==> src/rtl/kbd_pkg.sv <==
// kbd_pkg -- shared definitions for the keyboard command decoder.
//   * PS/2 set-2 scancode constants for every key the decoder reacts to
//   * decoder state enum
//   * scan_to_bcd(): maps a digit scancode to its BCD value plus a valid flag
package kbd_pkg;

   localparam logic [7:0] SC_ENTER = 8'h5A;
   localparam logic [7:0] SC_R     = 8'h2D;
   localparam logic [7:0] SC_H     = 8'h33;
   localparam logic [7:0] SC_A     = 8'h1C;
   localparam logic [7:0] SC_P     = 8'h4D;
   localparam logic [7:0] SC_G     = 8'h34;
   localparam logic [7:0] SC_Y     = 8'h35;
   localparam logic [7:0] SC_N     = 8'h31;
   localparam logic [7:0] SC_ESC   = 8'h76;
   localparam logic [7:0] SC_BREAK = 8'hF0;
   localparam logic [7:0] SC_EXT   = 8'hE0;

   typedef enum logic [2:0] {
      ST_IDLE,
      ST_CH_SEL,
      ST_DIGIT,
      ST_H_SEL,
      ST_G_SEL
   } state_t;

   typedef struct packed {
      logic       vld;
      logic [3:0] dig;
   } bcd_t;

   function automatic bcd_t scan_to_bcd(input logic [7:0] sc);
      bcd_t r;
      r.vld = 1'b1;
      r.dig = 4'd0;
      case (sc)
         8'h45:   r.dig = 4'd0;
         8'h16:   r.dig = 4'd1;
         8'h1E:   r.dig = 4'd2;
         8'h26:   r.dig = 4'd3;
         8'h25:   r.dig = 4'd4;
         8'h2E:   r.dig = 4'd5;
         8'h36:   r.dig = 4'd6;
         8'h3D:   r.dig = 4'd7;
         8'h3E:   r.dig = 4'd8;
         8'h46:   r.dig = 4'd9;
         default: r.vld = 1'b0;
      endcase
      return r;
   endfunction

endpackage

==> src/rtl/kbd_timeout.sv <==
// kbd_timeout -- idle-command watchdog counter.
//   CLK     in  rising-edge clock
//   RST_N   in  asynchronous active-low reset (counter reloads)
//   load    in  reload the counter to TIMEOUT_CYC
//   enable  in  count down while high
//   tc      out terminal count: high in the cycle whose edge completes
//               TIMEOUT_CYC enabled cycles since the last load
module kbd_timeout #(
   parameter int TIMEOUT_CYC = 50_000_000
) (
   input  logic CLK,
   input  logic RST_N,
   input  logic load,
   input  logic enable,
   output logic tc
);

   localparam int            CW     = $clog2(TIMEOUT_CYC + 1);
   localparam logic [CW-1:0] RELOAD = CW'(TIMEOUT_CYC);

   logic [CW-1:0] cnt;

   always_ff @(posedge CLK or negedge RST_N) begin
      if (!RST_N) begin
         cnt <= RELOAD;
      end else if (load) begin
         cnt <= RELOAD;
      end else if (enable && (cnt != '0)) begin
         cnt <= cnt - CW'(1);
      end
   end

   // Fires on the last enabled cycle, so the owner acts on the same edge
   // that would take the count to zero.
   assign tc = enable && (cnt == CW'(1));

endmodule

==> src/rtl/kbd_cmd_decoder.sv <==
// kbd_cmd_decoder -- turns a stream of PS/2 set-2 scancodes into setpoint,
// alarm and gas-enable commands.
//   CLK          in  rising-edge clock
//   RST_N        in  asynchronous active-low reset
//   code_valid   in  one-cycle strobe, code is valid
//   code[7:0]    in  scancode byte
//   value        out packed BCD setpoints, channel 0 in the LSBs,
//                    most significant digit first within a channel
//   value_upd    out one-cycle pulse, coincident with a setpoint change
//   value_ch     out channel index of the last commit
//   alarm_level  out 00 none, 01 alert, 10 danger
//   gas_en       out gas-sensor enable
//   sw_reset     out one-cycle pulse on the R key
//   err          out one-cycle pulse on an invalid key or a timeout
//   busy         out high whenever a command is open
module kbd_cmd_decoder
   import kbd_pkg::*;
#(
   parameter int NCH         = 2,
   parameter int NDIG        = 2,
   parameter int TIMEOUT_CYC = 50_000_000
) (
   input  logic                   CLK,
   input  logic                   RST_N,
   input  logic                   code_valid,
   input  logic [7:0]             code,
   output logic [NCH*NDIG*4-1:0]  value,
   output logic                   value_upd,
   output logic [3:0]             value_ch,
   output logic [1:0]             alarm_level,
   output logic                   gas_en,
   output logic                   sw_reset,
   output logic                   err,
   output logic                   busy
);

   localparam int         CHW  = NDIG * 4;
   localparam int         VW   = NCH * CHW;
   localparam int         DCW  = (NDIG > 1) ? $clog2(NDIG) : 1;
   localparam logic [3:0] NCH4 = 4'(NCH);

   state_t           state_q, state_d;
   logic [VW-1:0]    value_q, value_d;
   logic             upd_q, upd_d;
   logic [3:0]       vch_q, vch_d;
   logic [1:0]       alarm_q, alarm_d;
   logic             gas_q, gas_d;
   logic             swr_q, swr_d;
   logic             err_q, err_d;
   logic             busy_q, busy_d;
   logic             brk_q, brk_d;
   logic [CHW-1:0]   stage_q, stage_d;
   logic [DCW-1:0]   dcnt_q, dcnt_d;
   logic [3:0]       sel_q, sel_d;

   logic             tc;
   logic             key_ok;
   bcd_t             bcd;
   logic [CHW-1:0]   new_stage;

   kbd_timeout #(
      .TIMEOUT_CYC (TIMEOUT_CYC)
   ) u_timeout (
      .CLK    (CLK),
      .RST_N  (RST_N),
      .load   (code_valid),
      .enable (state_q != ST_IDLE),
      .tc     (tc)
   );

   always_comb begin
      state_d   = state_q;
      value_d   = value_q;
      upd_d     = 1'b0;
      vch_d     = vch_q;
      alarm_d   = alarm_q;
      gas_d     = gas_q;
      swr_d     = 1'b0;
      err_d     = 1'b0;
      brk_d     = brk_q;
      stage_d   = stage_q;
      dcnt_d    = dcnt_q;
      sel_d     = sel_q;

      bcd       = scan_to_bcd(code);
      // Staging shifts left: the first digit typed ends up most significant.
      new_stage = CHW'({stage_q, bcd.dig});

      // Byte after F0 is a key release; E0 is a bare prefix with no effect.
      key_ok = code_valid && !brk_q && (code != SC_BREAK) && (code != SC_EXT);

      if (code_valid) begin
         if (brk_q) begin
            brk_d = 1'b0;
         end else if (code == SC_BREAK) begin
            brk_d = 1'b1;
         end
      end

      if (key_ok) begin
         if (code == SC_R) begin
            swr_d   = 1'b1;
            alarm_d = 2'b00;
            gas_d   = 1'b0;
            stage_d = '0;
            dcnt_d  = '0;
            state_d = ST_IDLE;
         end else if ((code == SC_ESC) && (state_q != ST_IDLE)) begin
            stage_d = '0;
            dcnt_d  = '0;
            state_d = ST_IDLE;
         end else begin
            case (state_q)
               ST_IDLE: begin
                  if (code == SC_ENTER) begin
                     state_d = ST_CH_SEL;
                  end else if (code == SC_H) begin
                     state_d = ST_H_SEL;
                  end else if (code == SC_G) begin
                     state_d = ST_G_SEL;
                  end
               end
               ST_CH_SEL: begin
                  if (bcd.vld && (bcd.dig != 4'd0) && (bcd.dig <= NCH4)) begin
                     sel_d   = bcd.dig - 4'd1;
                     stage_d = '0;
                     dcnt_d  = '0;
                     state_d = ST_DIGIT;
                  end else begin
                     err_d   = 1'b1;
                     state_d = ST_IDLE;
                  end
               end
               ST_DIGIT: begin
                  if (bcd.vld) begin
                     if (dcnt_q == DCW'(NDIG - 1)) begin
                        // Only the selected channel's slice is written.
                        for (int c = 0; c < NCH; c++) begin
                           if (sel_q == 4'(c)) begin
                              value_d[c*CHW +: CHW] = new_stage;
                           end
                        end
                        upd_d   = 1'b1;
                        vch_d   = sel_q;
                        stage_d = '0;
                        dcnt_d  = '0;
                        state_d = ST_IDLE;
                     end else begin
                        stage_d = new_stage;
                        dcnt_d  = dcnt_q + DCW'(1);
                     end
                  end else begin
                     err_d   = 1'b1;
                     stage_d = '0;
                     dcnt_d  = '0;
                     state_d = ST_IDLE;
                  end
               end
               ST_H_SEL: begin
                  if (code == SC_A) begin
                     alarm_d = 2'b01;
                  end else if (code == SC_P) begin
                     alarm_d = 2'b10;
                  end else begin
                     err_d = 1'b1;
                  end
                  state_d = ST_IDLE;
               end
               ST_G_SEL: begin
                  if (code == SC_Y) begin
                     gas_d = 1'b1;
                  end else if (code == SC_N) begin
                     gas_d = 1'b0;
                  end else begin
                     err_d = 1'b1;
                  end
                  state_d = ST_IDLE;
               end
               default: begin
                  state_d = ST_IDLE;
               end
            endcase
         end
      end else if (!code_valid && tc) begin
         // A code arriving on the terminal-count cycle wins over the timeout.
         err_d   = 1'b1;
         stage_d = '0;
         dcnt_d  = '0;
         state_d = ST_IDLE;
      end

      busy_d = (state_d != ST_IDLE);
   end

   always_ff @(posedge CLK or negedge RST_N) begin
      if (!RST_N) begin
         state_q <= ST_IDLE;
         value_q <= '0;
         upd_q   <= 1'b0;
         vch_q   <= 4'd0;
         alarm_q <= 2'b00;
         gas_q   <= 1'b0;
         swr_q   <= 1'b0;
         err_q   <= 1'b0;
         busy_q  <= 1'b0;
         brk_q   <= 1'b0;
         stage_q <= '0;
         dcnt_q  <= '0;
         sel_q   <= 4'd0;
      end else begin
         state_q <= state_d;
         value_q <= value_d;
         upd_q   <= upd_d;
         vch_q   <= vch_d;
         alarm_q <= alarm_d;
         gas_q   <= gas_d;
         swr_q   <= swr_d;
         err_q   <= err_d;
         busy_q  <= busy_d;
         brk_q   <= brk_d;
         stage_q <= stage_d;
         dcnt_q  <= dcnt_d;
         sel_q   <= sel_d;
      end
   end

   assign value       = value_q;
   assign value_upd   = upd_q;
   assign value_ch    = vch_q;
   assign alarm_level = alarm_q;
   assign gas_en      = gas_q;
   assign sw_reset    = swr_q;
   assign err         = err_q;
   assign busy        = busy_q;

endmodule

==> config.mk <==
export PLATFORM = sky130hd
export DESIGN_NAME = kbd_cmd_decoder
export DESIGN_NICKNAME = d
export VERILOG_FILES = /design/src/rtl/kbd_pkg.sv /design/src/rtl/kbd_timeout.sv /design/src/rtl/kbd_cmd_decoder.sv
export SDC_FILE = /design/constraint.sdc
export NUM_CORES = 1
export LEC_CHECK = 0
export CORE_MARGIN = 4
export CORE_UTILIZATION = 38
export CTS_CLUSTER_SIZE = 24
export DETAILED_ROUTE_END_ITERATION = 6
export GPL_ROUTABILITY_DRIVEN = 0
export PLACE_DENSITY = 0.64
export RECOVER_POWER = 25
export SLEW_MARGIN = 10
export SYNTH_ARGS = -nofsm -noshare
export SYNTH_HDL_FRONTEND = slang
export SYNTH_SLANG_ARGS = --single-unit
==> constraint.sdc <==
create_clock -name CLK -period 6.4 [get_ports CLK]
set_input_delay 1.28 -clock CLK [delete_from_list [all_inputs] [get_ports CLK]]
set_output_delay 1.28 -clock CLK [all_outputs]
set_load 0.03 [all_outputs]
* Yosys cells after proc, flatten, opt, wreduce, memory -nomap -nowiden
Cells that the tools add are included.
** Word-level totals
- Flip-flop bits (word level) :: 66
- Input bits :: 11
- Word-level logic and storage cells :: 145
- Output and inout bits :: 27
** Cells by class
- Add/subtract/negate cells :: 3
- Muxes and demuxes :: 62
- Bitwise logic cells :: 2
- Equality and inequality tests :: 31
- Magnitude comparators :: 1
- Reduce and logical (&&, ||, !) cells :: 31
** Operators by type and width (count)
- 8-bit by 6-bit == test with 1-bit output (second input constant) :: 11
- 26-bit two-way mux :: 2
- 8-bit by 7-bit == test with 1-bit output (second input constant) :: 5
- 4-bit case mux with 9 select lines :: 1
- 1-bit two-way mux :: 33
- 4-bit two-way mux :: 7
- 3-bit two-way mux :: 9
- 26-bit by 1-bit == test with 1-bit output (second input constant) :: 1
- 26-bit nonzero test :: 1
- 26-bit by 1-bit subtractor with 26-bit output (second input constant) :: 1
- 8-bit by 5-bit == test with 1-bit output (second input constant) :: 3
- 8-bit != test (second input constant) :: 2
- 7-bit AND reduction :: 2
- 2-bit two-way mux :: 6
- 3-bit nonzero test :: 4
- 10-bit OR reduction :: 1
- 1-bit logical AND :: 9
- 3-bit case mux with 3 select lines :: 1
- 8-bit == test (second input constant) :: 1
- 4-bit case mux with 2 select lines :: 1
- 4-bit AND reduction :: 2
- 2-bit nonzero test :: 4
- 3-bit by 2-bit == test with 1-bit output (second input constant) :: 2
- 6-bit AND reduction :: 1
- 18 further kinds :: 20

* Logic depth before layout (Yosys ltp)
Gate-level depths: netlist (run 1).
- Depth in word-level cells :: 11
- Depth in mapped cells :: 11
- Mapped depth without buffers :: 9

* Hierarchy
From an unflattened synthesis (run 1), not the netlist that was laid out.
** Unflattened totals
- Cell total of the unflattened synthesis :: 383
- Area total of the unflattened synthesis :: 3872.5 um^2
** By module, submodules not included
- kbd_cmd_decoder :: times used 1, sequential area each 1001.0 um^2, area an instance 2324.7 um^2, cells an instance 223
- kbd_timeout :: times used 1, sequential area each 665.6 um^2, area an instance 1547.7 um^2, cells an instance 160

* Least setup slack after synthesis (run 1)
No wires, ideal clock.
- Path type :: input to register
- Start :: in code[5]
- End :: reg sel_q[3]
- Path slack :: 2.288 ns
- Data required time :: 6.275 ns
- Library setup time :: 0.125 ns
- Arrival time :: 3.987 ns
- Stages :: 8
- Cells stage by stage :: clkbuf_1 -> nor4bb_1 -> nand2b_1 -> o32a_1 -> ha_1 -> or4b_1 -> or4_4 -> mux2_4
** Between the ends
- Word-level cells in the longest chain between the ends :: 6
- Elaborated cells on any way between the ends :: 28
** Ends and longest elaborated chain
- start: declaration :: line kbd_cmd_decoder.sv:26 : input logic [7:0] code,
- parallel branches: the longest is 6 deep, another holds 4-bit by 2-bit <= comparator with 1-bit output
- end signal: assignment :: line kbd_cmd_decoder.sv:223 : sel_q <= sel_d;
- end: declaration :: line kbd_cmd_decoder.sv:54 : logic [3:0] sel_q, sel_d;
Several ways; the timed one is not identified.
A chain may end at the register's enable or synchronous reset.

* Worst setup path in the final report (run 1)
- Start :: in code[5]
- End :: reg sel_q[1]
Same word-level chain as after synthesis.

==> flow_metrics.tcl, run 1 <==
set metrics [dict create \
    status "finished with violations" \
    violations "max-capacitance violations, max-slew violations" \
    reg2reg_depth 5 \
    wl_met2_mm 3.61 \
    cts_tree "built" \
    vdd.ir_drop.worst_v 0.000107 \
    fin_setup_tns_ns 0 \
    clock_latency_ns 0.34 \
    setup_violations 0 \
    crit_start "code[5]" \
    dp_cells 514 \
    power_density_nw_per_um2 199 \
    cts_root_buf "clkbuf_8" \
    synth-seq-area-share 0.451 \
    cts_made_buffers 9 \
    layout-drive-gt1-share 0.165 \
    grt_max_degree 67 \
    yosysTopAreaCellShare 0.366 \
    drt_iter0_drc 193 \
    stdcell_count 530 \
    drc_errors 0 \
    fin_crit_ns 4.54 \
    grt_overflow 0 \
    hold_path.class "flip-flop to flip-flop" \
    grt_pass1_vias 2844 \
    cp_data_arrival_time_ns 4.78 \
    ys_types 67 \
    worst_slew_pin_slew_ns 3.46 \
    rows 35 \
    crit_end "sel_q[1]" \
    fin_crit_sh 0.710 \
    grt_pass1_wl_mm 14.2 \
    antenna_found_initial 0 \
    numPortBuffers 37 \
    synth-seq-cells 66 \
    ys.flop_type "dfrtp_1" \
    vias_per_cell 5.41 \
    ys_top_cells_by_count "dfrtp_1, nand2_1, nor2_1" \
    synth_top_area_cell "dfrtp_1" \
    cts_buffer_depth 2 \
    synth-warning-count 0 \
    nets 411 \
    timing.critical_path.from_type "primary input" \
    fp.dieW_um 107 \
    cts.sinks 66 \
    synthesis.area_um2 3690 \
    critPathMaxFanout 15 \
    dieArea_um2 11400 \
    synth_most_common_cell "dfrtp_1" \
    synth-edff-count 0 \
    place_area_um2 4150 \
    htree_levels 3 \
    slew_viol_final 67 \
    yosys-top-cells-area "dfrtp_1, dfstp_2, mux2_2" \
    hold_viol 0 \
    post-dp-hpwl_mm 5.73 \
    synth.net_count 379 \
    avgSynthCellArea_um2 10.1 \
    antenna_cells 0 \
    design.core.area_um2 9330 \
    pin_count 38 \
    vias 2868 \
    wl_met1_mm 4.00 \
    final_area_um2 4370 \
    highest_layer "met4" \
    post_cts_resized 0 \
    finClkSkew_ns 0.0102 \
    grtUsageTotal 0.154 \
    clock.fmax_ghz 0.220 \
    die_y_um 107 \
    hold_buffers 0 \
    regToRegSetupSlack_ns 3.71 \
    clk_pin_slew_worst_paths_ns 0.08 \
    regToRegStartpoint "state_q[2]" \
    rsz0062_at_grt "no" \
    area_delta_synth_final_pct 18.4 \
    initial_utilization 0.396 \
    leakage_nw 1.77 \
    dr_wl_met3_um 474 \
    cts_setup_buffers 0 \
    end_kind "flip-flop" \
    firstDrtPassIters 4 \
    cap_viol_max_count 1 \
    critPathRequiredTime_ns 6.63 \
    totalWireLength_mm 8.18 \
    critical_path_class "primary input to flip-flop" \
    wire_per_inst_um 15.4 \
    r2r_end "value[1]" \
    synthArstFlopShare 1.00 \
    synthCells 364 \
    detail-route-antenna-nets 0 \
    maxSlewHeadroom -1.30 \
]
## power by group
part | switching [mW] | total, mW | internal [mW]
logic | 0.0368 | 0.0550 | 0.0182
clock network | 0.173 | 0.395 | 0.222
registers | 0.00128 | 0.420 | 0.419
## layer usage
metal  global-route usage  vias to the layer above
li1                     -                     1406
met1                0.222                     1387
met2                0.225                       70
met3               0.0439                        5
met4               0.0466                        0
met5                    0                        -
## area by class of cell
| cell class | instances | area, um2 |
|---|---|---|
| clock buffer | 9 | 124 |
| clock inverter | 7 | 103 |
| fill | 865 | 4950 |
| inverter | 8 | 30.0 |
| multi-input combinational | 272 | 1910 |
| sequential | 66 | 1670 |
| tap | 129 | 161 |
| timing repair buffer | 39 | 377 |
## sequential cells by signal (all words and copies together) (netlist names)
| signal | count |
|---|---|
| err | 1 |
| gas_en | 1 |
| sw_reset | 1 |
| value_ch | 4 |
| stage_q | 4 |
| value | 16 |
| alarm_level | 2 |
| sel_q | 4 |
| u_timeout.cnt | 26 |
| state_q | 3 |
| brk_q | 1 |
| value_upd | 1 |
| dcnt_q | 1 |
| busy | 1 |
## metrics by stage
| stage | setup slack [ns] | power [mW] | util | hold WS (ns) |
|---|---|---|---|---|
| after CTS | 1.91 | 0.881 | 0.469 | 0.500 |
| after floorplan | 2.29 | 0.460 | - | 0.471 |
| after global placement | 1.62 | 0.482 | 0.445 | 0.470 |
| after global routing | 1.46 | 0.909 | 0.469 | 0.527 |
| after detailed placement | 1.55 | 0.483 | 0.445 | 0.483 |
| final | 1.86 | 0.870 | 0.469 | 0.493 |
## worst max-delay path, cell delays in order
cell and delay (ns):
clkdlybuf4s50_1 0.75, nor4bb_1 0.70, nand2b_1 0.22, o32a_1 0.29, ha_1 0.23, or4b_1 0.51, or4_4 0.47, mux2_4 0.32
## logic make-up after synthesis
family          count (synthesis)  synth area share
compound gates                 59             0.115
fa+ha+maj                       4            0.0136
flops                          66             0.451
xor+xnor                       20            0.0474
simple gates                  165             0.266
mux                            24            0.0759
buf+inv                        26            0.0308
## cells in the final DEF (no fill, tap or decap), drive strengths merged, types with 8 or more instances in the layout
cell | Yosys | layout
xor2 | 10 | 10
mux2 | 23 | 23
inv | 8 | 9
dfstp | 12 | 12
nand3 | 8 | 8
nand2b | 11 | 11
a21oi | 14 | 14
or3 | 10 | 10
nand2 | 29 | 29
clkbuf | 11 | 10
nor3 | 18 | 18
o21ai | 13 | 13
clkdlybuf4s50 | 0 | 36
or4 | 9 | 9
dfrtp | 54 | 54
nor4 | 12 | 12
nor2 | 28 | 28
xnor2 | 10 | 10
## how the worst min path moves through the flow
stage | startpoint | endpoint | slack, ns | cells past startpoint
after CTS | alarm_level[1] | alarm_level[1] | 0.50 | 2
after global placement | alarm_level[1] | alarm_level[1] | 0.47 | 2
final | alarm_level[1] | alarm_level[1] | 0.49 | 2
after detailed placement | alarm_level[1] | alarm_level[1] | 0.48 | 2
after global routing | alarm_level[1] | alarm_level[1] | 0.53 | 2
after floorplan | brk_q | brk_q | 0.47 | 1
(Power assumes the default switching activity.)
==> run 2: changes to the inputs <==
clock period = 4.3 ns   (was 6.4 ns; I/O delays follow)
==> run 2 against run 1 <==
The run still ends with max-capacitance violations, max-slew violations left. Clock power increased by 48%. Via count increased by 2.4%. Non-clock buffer count increased by 11. Sequential share of layout area decreased by 0.70 points. Highest routed layer unchanged.
==> flow_metrics.tcl, run 2 (same netlist as run 1, synthesis figures left out) <==
set metrics [dict create \
    status "finished with violations" \
    violations "max-capacitance violations, max-slew violations" \
    register_area_um2 1670 \
    grt_max_degree 40 \
    clock.fmax_ghz 0.271 \
    grtUsageTotal 0.154 \
    critPathTopFamily "simple AND/OR/NAND/NOR gates" \
    final_common_cell "dfrtp_1" \
    holdPathEnd "alarm_level[1]" \
    layout-drive-gt1-share 0.184 \
    post_cts_resized 0 \
    fp.dieW_um 107 \
    regToRegSetupSlack_ns 1.63 \
    area_delta_synth_final_pct 20.6 \
    critPathMaxFanout 12 \
    vias 2937 \
    drt_iter0_drc 136 \
    multi_input_area_um2 1910 \
    numPortBuffers 37 \
    wire_per_inst_um 15.3 \
    hold_path.class "flip-flop to flip-flop" \
    critPathRequiredTime_ns 4.53 \
    layout_common_cells "dfrtp_1, clkdlybuf4s50_1, nand2_1" \
    p_total_mw 1.30 \
    end_kind "flip-flop" \
    firstDrtPassIters 5 \
    max_stage_delay_ns 0.59 \
    hold_depth 2 \
    vdd.ir_drop.worst_v 0.000186 \
    crit_chain "clkdlybuf4s50_1 > nor4bb_1 > nand2b_1 > o32a_1 > ha_1 > or4b_1 > or4_4 > mux2_4" \
    rsz0062_at_grt "no" \
    fin_crit_ns 3.69 \
    post-dp-hpwl_mm 5.94 \
    cts.sinks 66 \
    fin_setup_tns_ns 0 \
    cts_root_buf "clkbuf_8" \
    slew_viol_final 40 \
    antenna_cells 0 \
    reg2reg_depth 6 \
    critical_path_class "primary input to flip-flop" \
    r2r_end "stage_q[1]" \
    path_buf_inv 1 \
    totalWireLength_mm 8.28 \
    setup_violations 0 \
    detail-route-antenna-nets 0 \
    place_area_um2 4230 \
    slowest_stage "clkdlybuf4s50_1" \
    cts_setup_buffers 0 \
    dieArea_um2 11400 \
    vias_per_cell 5.43 \
    power_density_nw_per_um2 291 \
    timing.critical_path.from_type "primary input" \
    rows 35 \
    min_from "alarm_level[1]" \
    fillers 872 \
    htree_levels 3 \
    finClkSkew_ns 0.00742 \
    grt_pass1_vias 2876 \
    grt_overflow 0 \
    pin_count 38 \
    worst_slew_pin_slew_ns 2.05 \
    maxSlewHeadroom -0.369 \
    cap_viol_max_count 1 \
    antenna_found_initial 0 \
    cts_buffer_depth 2 \
    final_area_um2 4450 \
    initial_utilization 0.396 \
    crit_cells 8 \
    hold_buffers 0 \
    cp_data_arrival_time_ns 3.92 \
    leakage_nw 1.83 \
    clock_latency_ns 0.34 \
    regToRegStartpoint "u_timeout.cnt[14]" \
    drc_errors 0 \
    die_y_um 107 \
    cts_tree "built" \
    nets 422 \
    cts_made_buffers 9 \
    hold_viol 0 \
    clk_pin_slew_worst_paths_ns 0.08 \
    grt_pass1_wl_mm 14.3 \
    design.core.area_um2 9330 \
    largest_reg_flops 26 \
    fin_crit_sh 0.858 \
    fin_util 0.478 \
    largest_register "u_timeout.cnt" \
]
==> run 2: cell count changes in the layout (fill, tap and decap cells not counted), sizes merged <==
| cell | change |
|---|---|
| buf | +10 |
| clkbuf | +1 |
==> run 2: final cells by class <==
cell class / instances / area share
Tap cell: 129 / 0.0362
Multi-Input combinational cell: 272 / 0.429
Timing Repair Buffer: 50 / 0.103
Sequential cell: 66 / 0.374
Inverter: 8 / 0.00674
Clock inverter: 7 / 0.0230
Clock buffer: 9 / 0.0278
==> run 2: routing by layer <==
layer  global-route usage  routed length (um)  part of all wire  vias to the layer above
met3               0.0313                 409             0.049                        7
met1                0.229                4150              0.50                     1432
met5                    0                   0                 0                        -
li1                     -                   -                 -                     1433
met2                0.225                3630              0.44                       65
met4               0.0484                  91             0.011                        0
==> run 2: worst max path at each step <==
| stage | from | slack, ns | to |
|---|---|---|---|
| after detailed placement | code[6] | 0.29 | sel_q[3] |
| after global routing | RST_N | 0.32 | value[9] |
| after CTS | code[6] | 0.62 | sel_q[3] |
| final | code[6] | 0.61 | sel_q[3] |
| after global placement | code[6] | 0.37 | sel_q[3] |
| after floorplan | code[5] | 0.61 | sel_q[3] |
==> run 2: power by group <==
| part | total [mW] | internal (mW) | switching [mW] |
|---|---|---|---|
| combinational | 0.0867 | 0.0310 | 0.0556 |
| clock | 0.585 | 0.331 | 0.254 |
| sequential | 0.625 | 0.623 | 0.00204 |
==> run 2: metrics by stage <==
step / setup slack [ns] / instances / hold slack, ns
6_report: 0.612 / 541 / 0.490
5_1_grt: 0.322 / 541 / 0.528
4_1_cts: 0.623 / 541 / 0.494
3_5_place_dp: 0.287 / 525 / 0.477
3_3_place_gp: 0.366 / 525 / 0.482
2_1_floorplan: 0.608 / 364 / 0.471
==> run 2: worst reg2reg max path: cells and delay by family, from the launching register on <==
family	cells	cell delay (ns)
DFF	1	0.39
AOI/OAI and AO/OA	2	0.30
and+or+nand+nor	4	1.87
